==> src/rtl/pcf8575_target_emu_if.sv <==
// I2C bus-side signals of the PCF8575 target emulator.
// The master drives SCL/SDA levels as seen on the wire; the target returns its pull-down enable.
interface pcf8575_target_emu_if;
    logic scl_i;
    logic sda_i;
    logic sda_oe;

    modport master (
        output scl_i,
        output sda_i,
        input  sda_oe
    );

    modport slave (
        input  scl_i,
        input  sda_i,
        output sda_oe
    );
endinterface

==> src/rtl/pcf8575_target_emu.sv <==
// PCF8575 16-bit I/O expander target.
// Decodes {4'b0100, ADDR_PINS}, latches written bytes to port_out (low byte first),
// returns synchronized input pins on reads and flags any input change on int_o.
module pcf8575_target_emu #(
    parameter logic [2:0]  ADDR_PINS   = 3'b000,
    parameter logic [15:0] PORT_RESET  = 16'hFFFF,
    parameter int unsigned SYNC_STAGES = 2
) (
    input  logic                       clk,
    input  logic                       rst,
    pcf8575_target_emu_if.slave        bus,
    input  logic [15:0]                p_in,
    output logic [15:0]                port_out,
    output logic                       int_o
);

    typedef enum logic [2:0] {
        StIdle, StAddr, StAddrAck, StWrByte, StWrAck, StRdByte, StRdAck, StWait
    } state_e;

    localparam logic [6:0] DevAddr = {4'b0100, ADDR_PINS};

    logic [SYNC_STAGES-1:0]       scl_sync, sda_sync;
    logic [SYNC_STAGES-1:0][15:0] p_sync;
    logic                         scl_prev, sda_prev;
    logic                         scl_s, sda_s;
    logic [15:0]                  p_s;
    logic                         scl_rise, scl_fall, start_det, stop_det;

    state_e      state_q, state_d;
    logic [3:0]  bit_cnt_q, bit_cnt_d;
    logic [7:0]  rx_q, rx_d;
    logic [15:0] shift_q, shift_d;
    logic [15:0] snap_q, snap_d;
    logic [15:0] port_q, port_d;
    logic        byte_hi_q, byte_hi_d;
    logic        mack_q, mack_d;
    logic        sda_oe_q, sda_oe_d;
    logic        int_q, int_d;

    logic [7:0]  rd_byte;
    logic [2:0]  nxt_idx;

    assign scl_s = scl_sync[SYNC_STAGES-1];
    assign sda_s = sda_sync[SYNC_STAGES-1];
    assign p_s   = p_sync[SYNC_STAGES-1];

    assign scl_rise  = scl_s & ~scl_prev;
    assign scl_fall  = ~scl_s & scl_prev;
    assign start_det = scl_s & scl_prev & sda_prev & ~sda_s;
    assign stop_det  = scl_s & scl_prev & ~sda_prev & sda_s;

    // Byte currently being shifted out and the index of its next bit (MSB first)
    assign rd_byte = byte_hi_q ? shift_q[15:8] : shift_q[7:0];
    assign nxt_idx = 3'd6 - bit_cnt_q[2:0];

    assign bus.sda_oe = sda_oe_q;
    assign port_out   = port_q;
    assign int_o      = int_q;

    // Input synchronizers and one-cycle history for edge detection; idle bus reads high
    always_ff @(posedge clk or posedge rst) begin
        if (rst) begin
            scl_sync <= '1;
            sda_sync <= '1;
            p_sync   <= '1;
            scl_prev <= 1'b1;
            sda_prev <= 1'b1;
        end else begin
            scl_sync <= {scl_sync[SYNC_STAGES-2:0], bus.scl_i};
            sda_sync <= {sda_sync[SYNC_STAGES-2:0], bus.sda_i};
            p_sync   <= {p_sync[SYNC_STAGES-2:0], p_in};
            scl_prev <= scl_s;
            sda_prev <= sda_s;
        end
    end

    // Protocol state register
    always_ff @(posedge clk or posedge rst) begin
        if (rst) begin
            state_q   <= StIdle;
            bit_cnt_q <= 4'd0;
            rx_q      <= 8'h00;
            shift_q   <= 16'h0000;
            snap_q    <= 16'hFFFF;
            port_q    <= PORT_RESET;
            byte_hi_q <= 1'b0;
            mack_q    <= 1'b0;
            sda_oe_q  <= 1'b0;
            int_q     <= 1'b0;
        end else begin
            state_q   <= state_d;
            bit_cnt_q <= bit_cnt_d;
            rx_q      <= rx_d;
            shift_q   <= shift_d;
            snap_q    <= snap_d;
            port_q    <= port_d;
            byte_hi_q <= byte_hi_d;
            mack_q    <= mack_d;
            sda_oe_q  <= sda_oe_d;
            int_q     <= int_d;
        end
    end

    // Next-state logic; sda_oe only moves on SCL falls (or on START/STOP, releasing)
    always_comb begin
        state_d   = state_q;
        bit_cnt_d = bit_cnt_q;
        rx_d      = rx_q;
        shift_d   = shift_q;
        snap_d    = snap_q;
        port_d    = port_q;
        byte_hi_d = byte_hi_q;
        mack_d    = mack_q;
        sda_oe_d  = sda_oe_q;
        int_d     = (p_s != snap_q);

        if (start_det) begin
            state_d   = StAddr;
            bit_cnt_d = 4'd0;
            sda_oe_d  = 1'b0;
        end else if (stop_det) begin
            state_d   = StIdle;
            bit_cnt_d = 4'd0;
            sda_oe_d  = 1'b0;
        end else begin
            case (state_q)
                StAddr, StWrByte: begin
                    if (scl_rise && bit_cnt_q < 4'd8) begin
                        rx_d      = {rx_q[6:0], sda_s};
                        bit_cnt_d = bit_cnt_q + 4'd1;
                    end else if (scl_fall && bit_cnt_q == 4'd8) begin
                        bit_cnt_d = 4'd0;
                        if (state_q == StWrByte) begin
                            state_d  = StWrAck;
                            sda_oe_d = 1'b1;
                        end else if (rx_q[7:1] == DevAddr) begin
                            state_d  = StAddrAck;
                            sda_oe_d = 1'b1;
                        end else begin
                            state_d = StWait;
                        end
                    end
                end
                StAddrAck: begin
                    if (scl_fall) begin
                        bit_cnt_d = 4'd0;
                        byte_hi_d = 1'b0;
                        if (rx_q[0]) begin
                            state_d  = StRdByte;
                            shift_d  = p_s;
                            snap_d   = p_s;
                            sda_oe_d = ~p_s[7];
                        end else begin
                            state_d  = StWrByte;
                            sda_oe_d = 1'b0;
                        end
                    end
                end
                StWrAck: begin
                    if (scl_rise) begin
                        if (byte_hi_q) begin
                            port_d[15:8] = rx_q;
                        end else begin
                            port_d[7:0] = rx_q;
                        end
                        byte_hi_d = ~byte_hi_q;
                        snap_d    = p_s;
                    end else if (scl_fall) begin
                        state_d   = StWrByte;
                        bit_cnt_d = 4'd0;
                        sda_oe_d  = 1'b0;
                    end
                end
                StRdByte: begin
                    if (scl_fall) begin
                        if (bit_cnt_q == 4'd7) begin
                            state_d   = StRdAck;
                            bit_cnt_d = 4'd0;
                            sda_oe_d  = 1'b0;
                        end else begin
                            bit_cnt_d = bit_cnt_q + 4'd1;
                            sda_oe_d  = ~rd_byte[nxt_idx];
                        end
                    end
                end
                StRdAck: begin
                    if (scl_rise) begin
                        mack_d = ~sda_s;
                    end else if (scl_fall) begin
                        bit_cnt_d = 4'd0;
                        if (mack_q) begin
                            state_d = StRdByte;
                            if (byte_hi_q) begin
                                // Both bytes sent: take a fresh snapshot of the pins
                                shift_d   = p_s;
                                snap_d    = p_s;
                                byte_hi_d = 1'b0;
                                sda_oe_d  = ~p_s[7];
                            end else begin
                                byte_hi_d = 1'b1;
                                sda_oe_d  = ~shift_q[15];
                            end
                        end else begin
                            state_d  = StWait;
                            sda_oe_d = 1'b0;
                        end
                    end
                end
                default: ;
            endcase
        end
    end

endmodule

==> src/flat_wrapper.sv <==
// flat-port wrapper written by rule: the top's interface ports become plain ports
module pcf8575_target_emu_flat 
#(
    parameter logic [2:0]  ADDR_PINS   = 3'b000,
    parameter logic [15:0] PORT_RESET  = 16'hFFFF,
    parameter int unsigned SYNC_STAGES = 2
)
  (clk, rst, p_in, port_out, int_o, bus_scl_i, bus_sda_i, bus_sda_oe);
  pcf8575_target_emu_if bus_i ();
  input  logic clk;
  input  logic rst;
  input  logic [15:0] p_in;
  output logic [15:0] port_out;
  output logic int_o;
  input wire logic [$bits(bus_i.scl_i)-1:0] bus_scl_i;
  input wire logic [$bits(bus_i.sda_i)-1:0] bus_sda_i;
  output wire logic [$bits(bus_i.sda_oe)-1:0] bus_sda_oe;
  assign bus_i.scl_i = bus_scl_i;
  assign bus_i.sda_i = bus_sda_i;
  assign bus_sda_oe = bus_i.sda_oe;
  pcf8575_target_emu #(.ADDR_PINS(ADDR_PINS), .PORT_RESET(PORT_RESET), .SYNC_STAGES(SYNC_STAGES)) u_core (.clk(clk), .rst(rst), .bus(bus_i), .p_in(p_in), .port_out(port_out), .int_o(int_o));
endmodule
==> config.mk <==
export PLATFORM = sky130hd
export DESIGN_NAME = pcf8575_target_emu_flat
export DESIGN_NICKNAME = d
export VERILOG_FILES = /design/src/rtl/pcf8575_target_emu_if.sv /design/src/rtl/pcf8575_target_emu.sv /design/src/flat_wrapper.sv
export SDC_FILE = /design/constraint.sdc
export NUM_CORES = 1
export LEC_CHECK = 0
export CORE_MARGIN = 2
export CORE_UTILIZATION = 35
export CTS_BUF_LIST = sky130_fd_sc_hd__clkbuf_8
export CTS_CLUSTER_DIAMETER = 50
export DETAILED_ROUTE_END_ITERATION = 8
export DONT_BUFFER_PORTS = 1
export GPL_TIMING_DRIVEN = 0
export PLACE_DENSITY_LB_ADDON = 0.05
export SYNTH_ARGS = -nofsm -noshare
export SYNTH_HDL_FRONTEND = slang
export SYNTH_SLANG_ARGS = --single-unit
==> constraint.sdc <==
create_clock -name clk -period 4.6 [get_ports clk]
set_clock_uncertainty 0.15 [all_clocks]
set_input_delay 1.15 -clock clk [delete_from_list [all_inputs] [get_ports clk]]
set_output_delay 1.15 -clock clk [all_outputs]
set_load 0.01 [all_outputs]
# After elaboration in Yosys (flattened, before gate mapping)
# Cells that the tools add are included.
# classes
n_addsub	2
magnitude_cmp	2
n_eq_ne	29
muxes	60
n_bitwise	17
reduce_logical	18
# ops
operator	count
16-bit two-way mux	7
16-bit case mux with 3 select lines	1
3-bit two-way mux	14
4-bit two-way mux	8
16-bit case mux with 2 select lines	1
10-bit AND reduction	3
4-bit by 1-bit inequality test with 1-bit output (second input constant)	6
1-bit two-way mux	22
16-bit inequality test	1
4-bit case mux with 4 select lines	1
3-bit case mux with 5 select lines	1
2-bit by 1-bit inequality test with 1-bit output (second input constant)	6
4-bit inequality test (second input constant)	3
4-bit AND reduction	3
5-bit by 1-bit inequality test with 1-bit output (second input constant)	2
1-bit inverter	10
5-bit AND reduction	2
3-bit == test (second input constant)	3
9-bit AND reduction	1
8-bit two-way mux	1
8-bit AND reduction	1
1-bit AND	7
7-bit by 6-bit == test with 1-bit output (second input constant)	1
7-bit nonzero test	1
19 further kinds	22
# word_totals
regBits	105
in_bits	20
out_inout_bits	18
wordCells	145

# Longest topological paths before layout
# Gate-level depths: netlist of run 1.
# depth
ltp_word	9
depth_mapped	9
depth_no_buf	7

# Worst setup path before layout of run 1
# Ideal clock, no wire load.
# synth_timing
path_type	flip-flop to flip-flop
startpoint	register u_core.sda_sync[1]
endpoint	register u_core.snap_q[0]
setup_ps	82
t_arrival_ps	1903
required_ps	4368
path_slack_ps	2465
stages_incl_launch_ff	8
path_buffers	2
period_less_slack_ps	2135
cell_sequence	dfstp_2 -> xnor2_2 -> nor2_2 -> or3_1 -> a31o_1 -> buf_6 -> buf_6 -> mux2_4
# synth_between
elab_chain_cells	4
word_cells_on_any_way	6
cone_classes	bitwise: 5; reduce/logical: 1
# synth_rtl
item	line_no	text
from (decl)	pcf8575_target_emu.sv:23	logic [SYNC_STAGES-1:0] scl_sync, sda_sync;
from (signal assigned)	pcf8575_target_emu.sv:71	sda_sync <= {sda_sync[SYNC_STAGES-2:0], bus.sda_i};
1-bit inverter	pcf8575_target_emu.sv:50	assign start_det = scl_s & scl_prev & sda_prev & ~sda_s;
1-bit AND	pcf8575_target_emu.sv:50	
1-bit inverter (no line)	-	
10-bit AND reduction (no line) *	-	
to (signal assigned)	pcf8575_target_emu.sv:96	snap_q <= snap_d;
to (decl)	pcf8575_target_emu.sv:34	logic [15:0] snap_q, snap_d;
# Every way passes the cells marked *; elsewhere a longest branch is shown, timed or not.
# A chain may end at the register's enable or synchronous reset.

# Worst setup path in the final report of run 1
# layout_timing
startpoint	register u_core.sda_sync[1]
endpoint	register u_core.snap_q[3]
# Same word-level chain as after synthesis.

==> flow_summary.yaml, run 1 <==
sta:
  finalSetupViolCount: 0
  rsz0062_at_grt: "false"
  slew_headroom_pct: 23.5
  whs_ps: 203
  tightest_slew_ps: 1140
  fmax_ghz: 0.424
  fin_ws_ps: 2240
  finalMaxSlewViolations: 0
  hold_viol: 0
  min_period_ps: 2360
  period_share_pct: 51.3
global_routing:
  grt_use_total_pct: 13.6
  grt_pass1_wl_mm: 13.7
  gr-usage-met2_pct: 19.4
  grt_most_used_layer: "met2"
  grtUsageMet3_pct: 4.97
  grt.met1_usage_pct: 19.3
  grt-ovfl-total: 0
  antenna_found_initial: 0
  first_global_vias: 2532
  grt_max_degree: 58
setup_path:
  cp-end-kind: "flop"
  crit_top_cell: "buf_6"
  max_stage_delay_ps: 630
  crit_fanout: 10
  r2r_cells: 7
  start_kind: "flop"
  worstPathCellList: "xnor2_2, nor2_2, or3_1, a31o_1, buf_6, buf_6, mux2_4"
  cp.required_ps: 4760
  worstPathArrival_ps: 2520
  crit_path_top_delay_cell: "dfstp_2"
  timing.critical_path.buf_inv: 2
  critPathTopFamily: "flip-flops"
  worstSetupPathType: "reg -> reg"
  crit_cells: 7
die:
  ios: 38
  fp.dieH_um: 116
  start_util_pct: 36.3
  coreArea_um2: 12100
  num_rows: 40
  die_area_um2: 13500
  die_width_um: 116
cts:
  postCtsHoldBufs: 0
  post_cts_buffers: 0
  cts_root_buf: "clkbuf_8"
  cts_buffer_depth: 2
  cts.sinks: 105
  h-tree-depth: 3
  cts_buffers: 9
  path_clk_slew_ps: 100
  cts_tree: "yes"
  insertion_delay_ps: 380
  cts_resized: 0
placed_design:
  dp_slack_ps: 2210
  place_congestion: 0.803
  dp_cells: 466
  io_buffers: 0
  place_area_um2: 4640
  hpwlAfterDp_mm: 5.44
yosys:
  synth_edf_count: 0
  ys_top_cells_by_area: "dfstp_2, dfrtp_1, mux2_2"
  synthDistinctLibCells: 55
  syn-num-nets: 319
  synthFlopType: "dfstp_2"
  synth_top_cell_by_area: "dfstp_2"
  ys_ff_latch: 105
  synthCells: 297
  synth.yosys.seq_area_share_pct: 61.8
  syn_area_per_cell_um2: 14.8
  syn_area_um2: 4400
  synth_top_area_share_pct: 41.8
  async_reset_ff_share_pct: 100
  yosysWarnings: 0
cells_and_area:
  n_antenna_cell: 0
  fin_area_um2: 4890
  nNetsFinal: 331
  final_cells: 482
  layout_common_cells: "dfstp_2, mux2_2, dfrtp_1"
  syn2layout_area_growth_pct: 11.3
  final_common_cell: "dfstp_2"
  drive_above_1_share_pct: 51.9
worst_hold_path:
  min_path_type: "reg -> reg"
  min_path_cells: 0
run_status:
  status: "completed"
power:
  seq_power_share_pct: 49.8
  p_int_mw: 2.02
  total_power_mw: 2.90
  p_per_area_nw_per_um2: 592
  power_frac_clock_pct: 24.5
  power_frac_comb_pct: 25.8
  p_sw_uw: 875
  ir_drop_uv: 285
  switching_share_pct: 30.2
  p_leak_nw: 2.04
route:
  dr.pass1.iters: 4
  wl_mm: 8.05
  vias: 2381
  drc: 0
  routed_via_density: 4.94
  ant_nets: 0
  wl_per_cell_um: 16.7
  drtIter0Drc: 148
run:
  drv_cap: 0
==> registers in the layout, indices dropped and copies added, names as in the netlist, 2 cells and up <==
signal,cells
u_core.sda_sync,2
u_core.p_s,16
u_core.state_q,3
u_core.scl_sync,2
u_core.p_sync,16
u_core.shift_q,16
u_core.rx_q,8
u_core.bit_cnt_q,4
u_core.port_out,16
u_core.snap_q,16
==> metal layers <==
metal | part of all wire, % | vias to the layer above
met3 | 4.5 | 9
met5 | 0 | -
li1 | - | 1095
met2 | 45 | 48
met1 | 49 | 1229
met4 | 1.5 | 0
==> stage by stage <==
step	util (%)	TNS, ps
2_1_floorplan	-	0
3_3_place_gp	38.0	-20230
3_5_place_dp	38.3	0
4_1_cts	40.4	0
5_1_grt	40.4	0
6_report	40.4	0
==> cells by family (layout without fill, tap and decap cells) <==
logic type / Yosys count / in the layout / share of synthesized area, %
compound gates: 43 / 43 / 7.32
flops: 105 / 105 / 61.8
simple gates: 47 / 47 / 6.15
buf+inv: 18 / 35 / 2.22
mux: 64 / 64 / 18.2
fa+ha+maj: 2 / 2 / 0.569
xor+xnor: 18 / 18 / 3.76
==> power by group through the flow <==
stage,sequential (mW),combinational (mW),clock (mW)
2_1_floorplan,1.39,0.629,0
3_3_place_gp,1.46,0.744,0
3_5_place_dp,1.46,0.751,0
4_1_cts,1.45,0.756,0.739
5_1_grt,1.48,0.842,0.773
6_report,1.44,0.746,0.709
==> cells in the mapped netlist, drive strengths merged (3+ instances only) <==
cell type  count
xor2          16
a21oi          3
nand2b         4
nand2         11
buf            6
a21o           3
clkbuf         5
and2b          3
inv            7
nor2           6
mux4           3
mux2          59
nor4           4
or2            3
o211ai         6
dfrtp         35
nand3          5
dfstp         70
o21ai          7
==> path summary, 6_finish.rpt <==
kind | slack (ps) | start | endpoint
max in group asynchronous | 2990 | rst | u_core.p_sync[1]
max reg2reg | 2240 | u_core.sda_sync[1] | u_core.snap_q[3]
min | 200 | u_core.p_sync[5] | u_core.p_s[5]
min in group asynchronous | 560 | rst | u_core.rx_q[3]
max | 2240 | u_core.sda_sync[1] | u_core.snap_q[3]
min reg2reg | 200 | u_core.p_sync[5] | u_core.p_s[5]
==> cell type report <==
class                      instances  area (µm²)
fill                            1191        7220
sequential                       105        2720
multi-input combinational        174        1580
tap                              168         210
clock inverter                     7         133
clock buffer                       9         124
buffer                            11        71.3
inverter                           7        28.8
timing repair buffer               1        27.5
(Power assumes the default switching activity.)
==> run 2, diff against run 1 <==
==> constraint.sdc (replaced) <==
create_clock -name clk -period 2.4 [get_ports clk]
set_clock_uncertainty 0.15 [all_clocks]
set_input_delay 0.6 -clock clk [delete_from_list [all_inputs] [get_ports clk]]
set_output_delay 0.6 -clock clk [all_outputs]
set_load 0.01 [all_outputs]
==> run 2 against run 1 <==
  * Combinational power increased by 96%
  * Count of clock-buffer cells in the layout increased by 2
  * Global-route usage about the same
  * Worst hold slack got worse by 150 ps
  * Register-to-register slack got worse by 2100 ps
  * Total power increased by 87%
  * Worst setup slack got worse by 2100 ps
  * Critical path depth unchanged
  * Non-clock buffer count increased by 2
  * Core utilization increased by 0.093 points
  * Final cell count increased by 0.41%
  * Die area unchanged
==> flow_summary.yaml, run 2 (same netlist as run 1, synthesis figures left out) <==
cells_and_area:
  n_antenna_cell: 0
  fin_area_um2: 4900
  final_core_util_pct: 40.5
  syn2layout_area_growth_pct: 11.6
  drive_above_1_share_pct: 52.5
  final_common_cell: "dfstp_2"
  layout_common_cells: "dfstp_2, mux2_2, dfrtp_1"
  final_cells: 484
  nNetsFinal: 333
cts:
  cts_buffer_depth: 2
  cts_tree: "yes"
  insertion_delay_ps: 380
  cts_root_buf: "clkbuf_8"
  path_clk_slew_ps: 100
  cts_buffers: 9
  h-tree-depth: 3
  postCtsHoldBufs: 0
  cts.sinks: 105
run_status:
  status: "completed"
die:
  start_util_pct: 36.3
  die_area_um2: 13500
  die_width_um: 116
  fp.dieH_um: 116
  coreArea_um2: 12100
  num_rows: 40
  ios: 38
placed_design:
  dp_cells: 467
  place_congestion: 0.798
  hpwlAfterDp_mm: 5.46
  io_buffers: 0
  place_area_um2: 4650
setup_path:
  r2r_cells: 7
  start_kind: "flop"
  cp-end-kind: "flop"
  worstSetupPathType: "reg -> reg"
  cp.required_ps: 2560
  crit_fanout: 10
  worstPathArrival_ps: 2440
route:
  wl_per_cell_um: 17.0
  routed_via_density: 4.80
  wl_mm: 8.22
  drtIter0Drc: 94
  dr.pass1.iters: 4
  vias: 2323
  ant_nets: 0
  drc: 0
sta:
  finalSetupViolCount: 0
  hold_viol: 0
  setup_tns_ps: 0
  whs_ps: 51.8
  slew_headroom_pct: 51.6
  min_period_ps: 2280
  fmax_ghz: 0.438
  tightest_slew_ps: 725
  period_share_pct: 95.1
  rsz0062_at_grt: "false"
  finalMaxSlewViolations: 0
global_routing:
  grt_max_degree: 44
  grt_use_total_pct: 13.6
  grt_pass1_wl_mm: 13.7
  grt-ovfl-total: 0
  first_global_vias: 2439
  antenna_found_initial: 0
worst_hold_path:
  min_path_type: "in -> async"
power:
  ir_drop_uv: 609
  p_leak_nw: 2.04
  p_per_area_nw_per_um2: 1100
run:
  drv_cap: 0
## run 2: cell count changes in the layout (fill, tap and decap cells not counted), moves of 2 or more
cell and delta:
clkbuf_8 +2, clkinvlp_4 +2, inv_6 -2, buf_12 +2, bufinv_16 -2, inv_8 +2
## run 2: through the flow
step	total power, mW	setup WS (ps)
3_3_place_gp	4.22	-168
3_5_place_dp	4.24	24.1
6_report	5.40	118
2_1_floorplan	3.86	265
5_1_grt	5.78	10.3
4_1_cts	5.49	23.2
## run 2: report_power, final
group / switching [mW] / internal (mW) / leakage, nW
Sequential: 0.395 / 2.37 / 1.18
Clock: 0.625 / 0.557 / 0.110
Combinational: 0.661 / 0.795 / 0.742
## run 2: layout make-up
| type | count | area, µm² |
|---|---|---|
| clock inverters | 5 | 68.8 |
| well taps | 168 | 210 |
| flip-flops and latches | 105 | 2720 |
| plain buffers | 11 | 71.3 |
| fillers | 1177 | 7210 |
| multi-input cells | 174 | 1610 |
| repair buffers | 3 | 47.5 |
| clock buffers | 11 | 151 |
| inverters | 7 | 30.0 |
## run 2: repair_timing
item                       4_1_cts  5_1_grt
resized for setup                0        4
setup buffers                    0        1
setup endpoints to repair        0       30
## run 2: worst paths after layout
path	endpoint	from	slack, ps
worst min-delay path	u_core.shift_q[13]	rst	50
worst min register to register	u_core.p_s[5]	u_core.p_sync[5]	200
worst max-delay path	u_core.snap_q[1]	u_core.sda_sync[1]	120
min in group clk	u_core.p_sync[8]	p_in[8]	50
max in group asynchronous	u_core.p_sync[5]	rst	1350
worst max register to register	u_core.snap_q[1]	u_core.sda_sync[1]	120
## run 2: worst max-delay path, stage by stage (launching register included)
cell and delay (ps):
dfstp_2 590, xnor2_2 150, nor2_4 100, or3_1 390, a31o_1 210, buf_6 140
buf_6 170, mux2_4 300
## run 2: per-layer routing
metal / track usage [%] / up-vias / routed length [µm]
li1: - / 1095 / -
met1: 19.5 / 1185 / 4090
met2: 19.1 / 35 / 3670
met3: 5.07 / 8 / 358
met4: 4.37 / 0 / 103
met5: 0 / - / 0
==> run 3, diff against run 2 <==
--- a/config.mk
+++ b/config.mk
@@ -6,7 +6,7 @@
 export NUM_CORES = 1
 export LEC_CHECK = 0
 export CORE_MARGIN = 2
-export CORE_UTILIZATION = 35
+export CORE_UTILIZATION = 60
 export CTS_BUF_LIST = sky130_fd_sc_hd__clkbuf_8
 export CTS_CLUSTER_DIAMETER = 50
 export DETAILED_ROUTE_END_ITERATION = 8
==> run 3 against run 2 <==
  * Sequential cell count unchanged
  * Worst setup slack got worse by 52 ps
  * Final cell count decreased by 14%
  * Global-route usage increased by 6.1 points
  * Total power decreased by 2.3%
  * Worst hold slack got worse by 41 ps
  * Die area decreased by 40%
  * Count of clock-buffer cells in the layout decreased by 1
  * Wire length decreased by 13%
==> flow_summary.yaml, run 3 (same netlist as run 1, synthesis figures left out) <==
cells_and_area:
  fillers: 518
  nNetsFinal: 333
  drive_above_1_share_pct: 52.5
  regArea_um2: 2720
  multi_input_area_um2: 1600
  layout_common_cells: "dfstp_2, mux2_2, dfrtp_1"
  syn2layout_area_growth_pct: 9.34
  final_common_cell: "dfstp_2"
  final_core_util_pct: 67.0
  n_antenna_cell: 0
  final_cells: 415
route:
  wl_mm: 7.11
  routed_via_density: 5.64
  drtIter0Drc: 86
  wl_per_cell_um: 17.1
  ant_nets: 0
  drc: 0
  dr.pass1.iters: 4
  vias: 2339
sta:
  rsz0062_at_grt: "false"
  min_period_ps: 2330
  finalMaxSlewViolations: 0
  tightest_slew_ps: 1070
  slew_headroom_pct: 28.5
  period_share_pct: 97.2
  finalSetupViolCount: 0
  setup_tns_ps: 0
  whs_ps: 10.5
  fmax_ghz: 0.428
  hold_viol: 0
power:
  power_frac_comb_pct: 27.3
  p_leak_nw: 2.03
  p_sw_mw: 1.67
  total_power_mw: 5.28
  seq_power_share_pct: 52.1
  ir_drop_uv: 578
  p_int_mw: 3.61
  power_frac_clock_pct: 20.6
  switching_share_pct: 31.7
  p_per_area_nw_per_um2: 1100
die:
  ios: 38
  die_area_um2: 8030
  die_width_um: 89.6
  start_util_pct: 61.3
  num_rows: 31
  coreArea_um2: 7180
  fp.dieH_um: 89.6
setup_path:
  cp-end-kind: "flop"
  r2r_start: "u_core.sda_sync[1]"
  crit_fanout: 10
  worstPathArrival_ps: 2490
  startpoint: "u_core.sda_sync[1]"
  cp.required_ps: 2550
  start_kind: "flop"
  crit_top_cell: "buf_6"
  max_stage_delay_ps: 620
  worstPathCellList: "xnor2_2, nor2_2, or3_1, a31o_1, buf_6, buf_6, mux2_4"
  worstSetupPathType: "reg -> reg"
  crit_path_top_delay_cell: "dfstp_2"
  ff2ff_setup_slack_ps: 70
cts:
  path_clk_slew_ps: 100
  insertion_delay_ps: 370
  cts_tree: "yes"
  h-tree-depth: 3
  cts_buffer_depth: 2
  postCtsHoldBufs: 0
  cts_root_buf: "clkbuf_8"
  cts_buffers: 9
  post_cts_buffers: 0
  cts.sinks: 105
  cts_resized: 0
placed_design:
  io_buffers: 0
  place_congestion: 0.861
  dp_cells: 399
  hpwlAfterDp_mm: 4.92
global_routing:
  grt_max_degree: 29
  antenna_found_initial: 0
  grt-ovfl-total: 0
  grt_use_total_pct: 19.7
  first_global_vias: 2342
  grt_pass1_wl_mm: 11.7
run:
  drv_cap: 0
worst_hold_path:
  min_path_type: "in -> async"
run_status:
  status: "completed"
-- run 3: path summary, 6_finish.rpt --
path	to	cells past startpoint
hold reg to reg	u_core.scl_sync[1]	0
setup / recovery	u_core.snap_q[5]	7
max in group asynchronous	u_core.p_sync[8]	3
setup reg to reg	u_core.snap_q[5]	7
min in group clk	u_core.p_sync[5]	0
hold / removal	u_core.rx_q[5]	1
-- run 3: final cells by class --
| class | count | area share [%] |
|---|---|---|
| plain buffers | 11 | 1.48 |
| clock buffers | 10 | 2.86 |
| clock inverters | 6 | 1.35 |
| inverters | 7 | 0.625 |
| multi-input cells | 174 | 33.2 |
| flip-flops and latches | 105 | 56.5 |
| well taps | 99 | 2.58 |
| repair buffers | 3 | 1.41 |
-- run 3: metrics by stage --
| stage | worst slack [ps] | instance area, µm² |
|---|---|---|
| after floorplan | 265 | 4400 |
| after global placement | -49.5 | 4520 |
| after detailed placement | 61.3 | 4590 |
| after CTS | 64.0 | 4790 |
| after global routing | 6.61 | 4810 |
| final | 66.2 | 4810 |
-- run 3: worst max-delay path, delay by kind of cell (launching register included) --
family          cells  cell delay (ps)
flops               1              620
simple gates        2              530
buf+inv             2              300
mux                 1              300
compound gates      1              210
xor+xnor            1              150
-- run 3: power by group through the flow --
| stage | Clock (mW) | Sequential, mW | Combinational [mW] |
|---|---|---|---|
| floorplan | 0 | 2.66 | 1.21 |
| global placement | 0 | 2.77 | 1.38 |
| detailed placement | 0 | 2.79 | 1.43 |
| CTS | 1.12 | 2.76 | 1.43 |
| global route | 1.19 | 2.83 | 1.59 |
| finish | 1.09 | 2.75 | 1.44 |
-- run 3: routing by layer --
| layer | routed length [µm] | global-route usage (%) | up-vias |
|---|---|---|---|
| li1 | - | - | 1094 |
| met1 | 3520 | 28.5 | 1197 |
| met2 | 3240 | 28.9 | 38 |
| met3 | 264 | 6.40 | 10 |
| met4 | 92 | 5.56 | 0 |
| met5 | 0 | 0 | - |
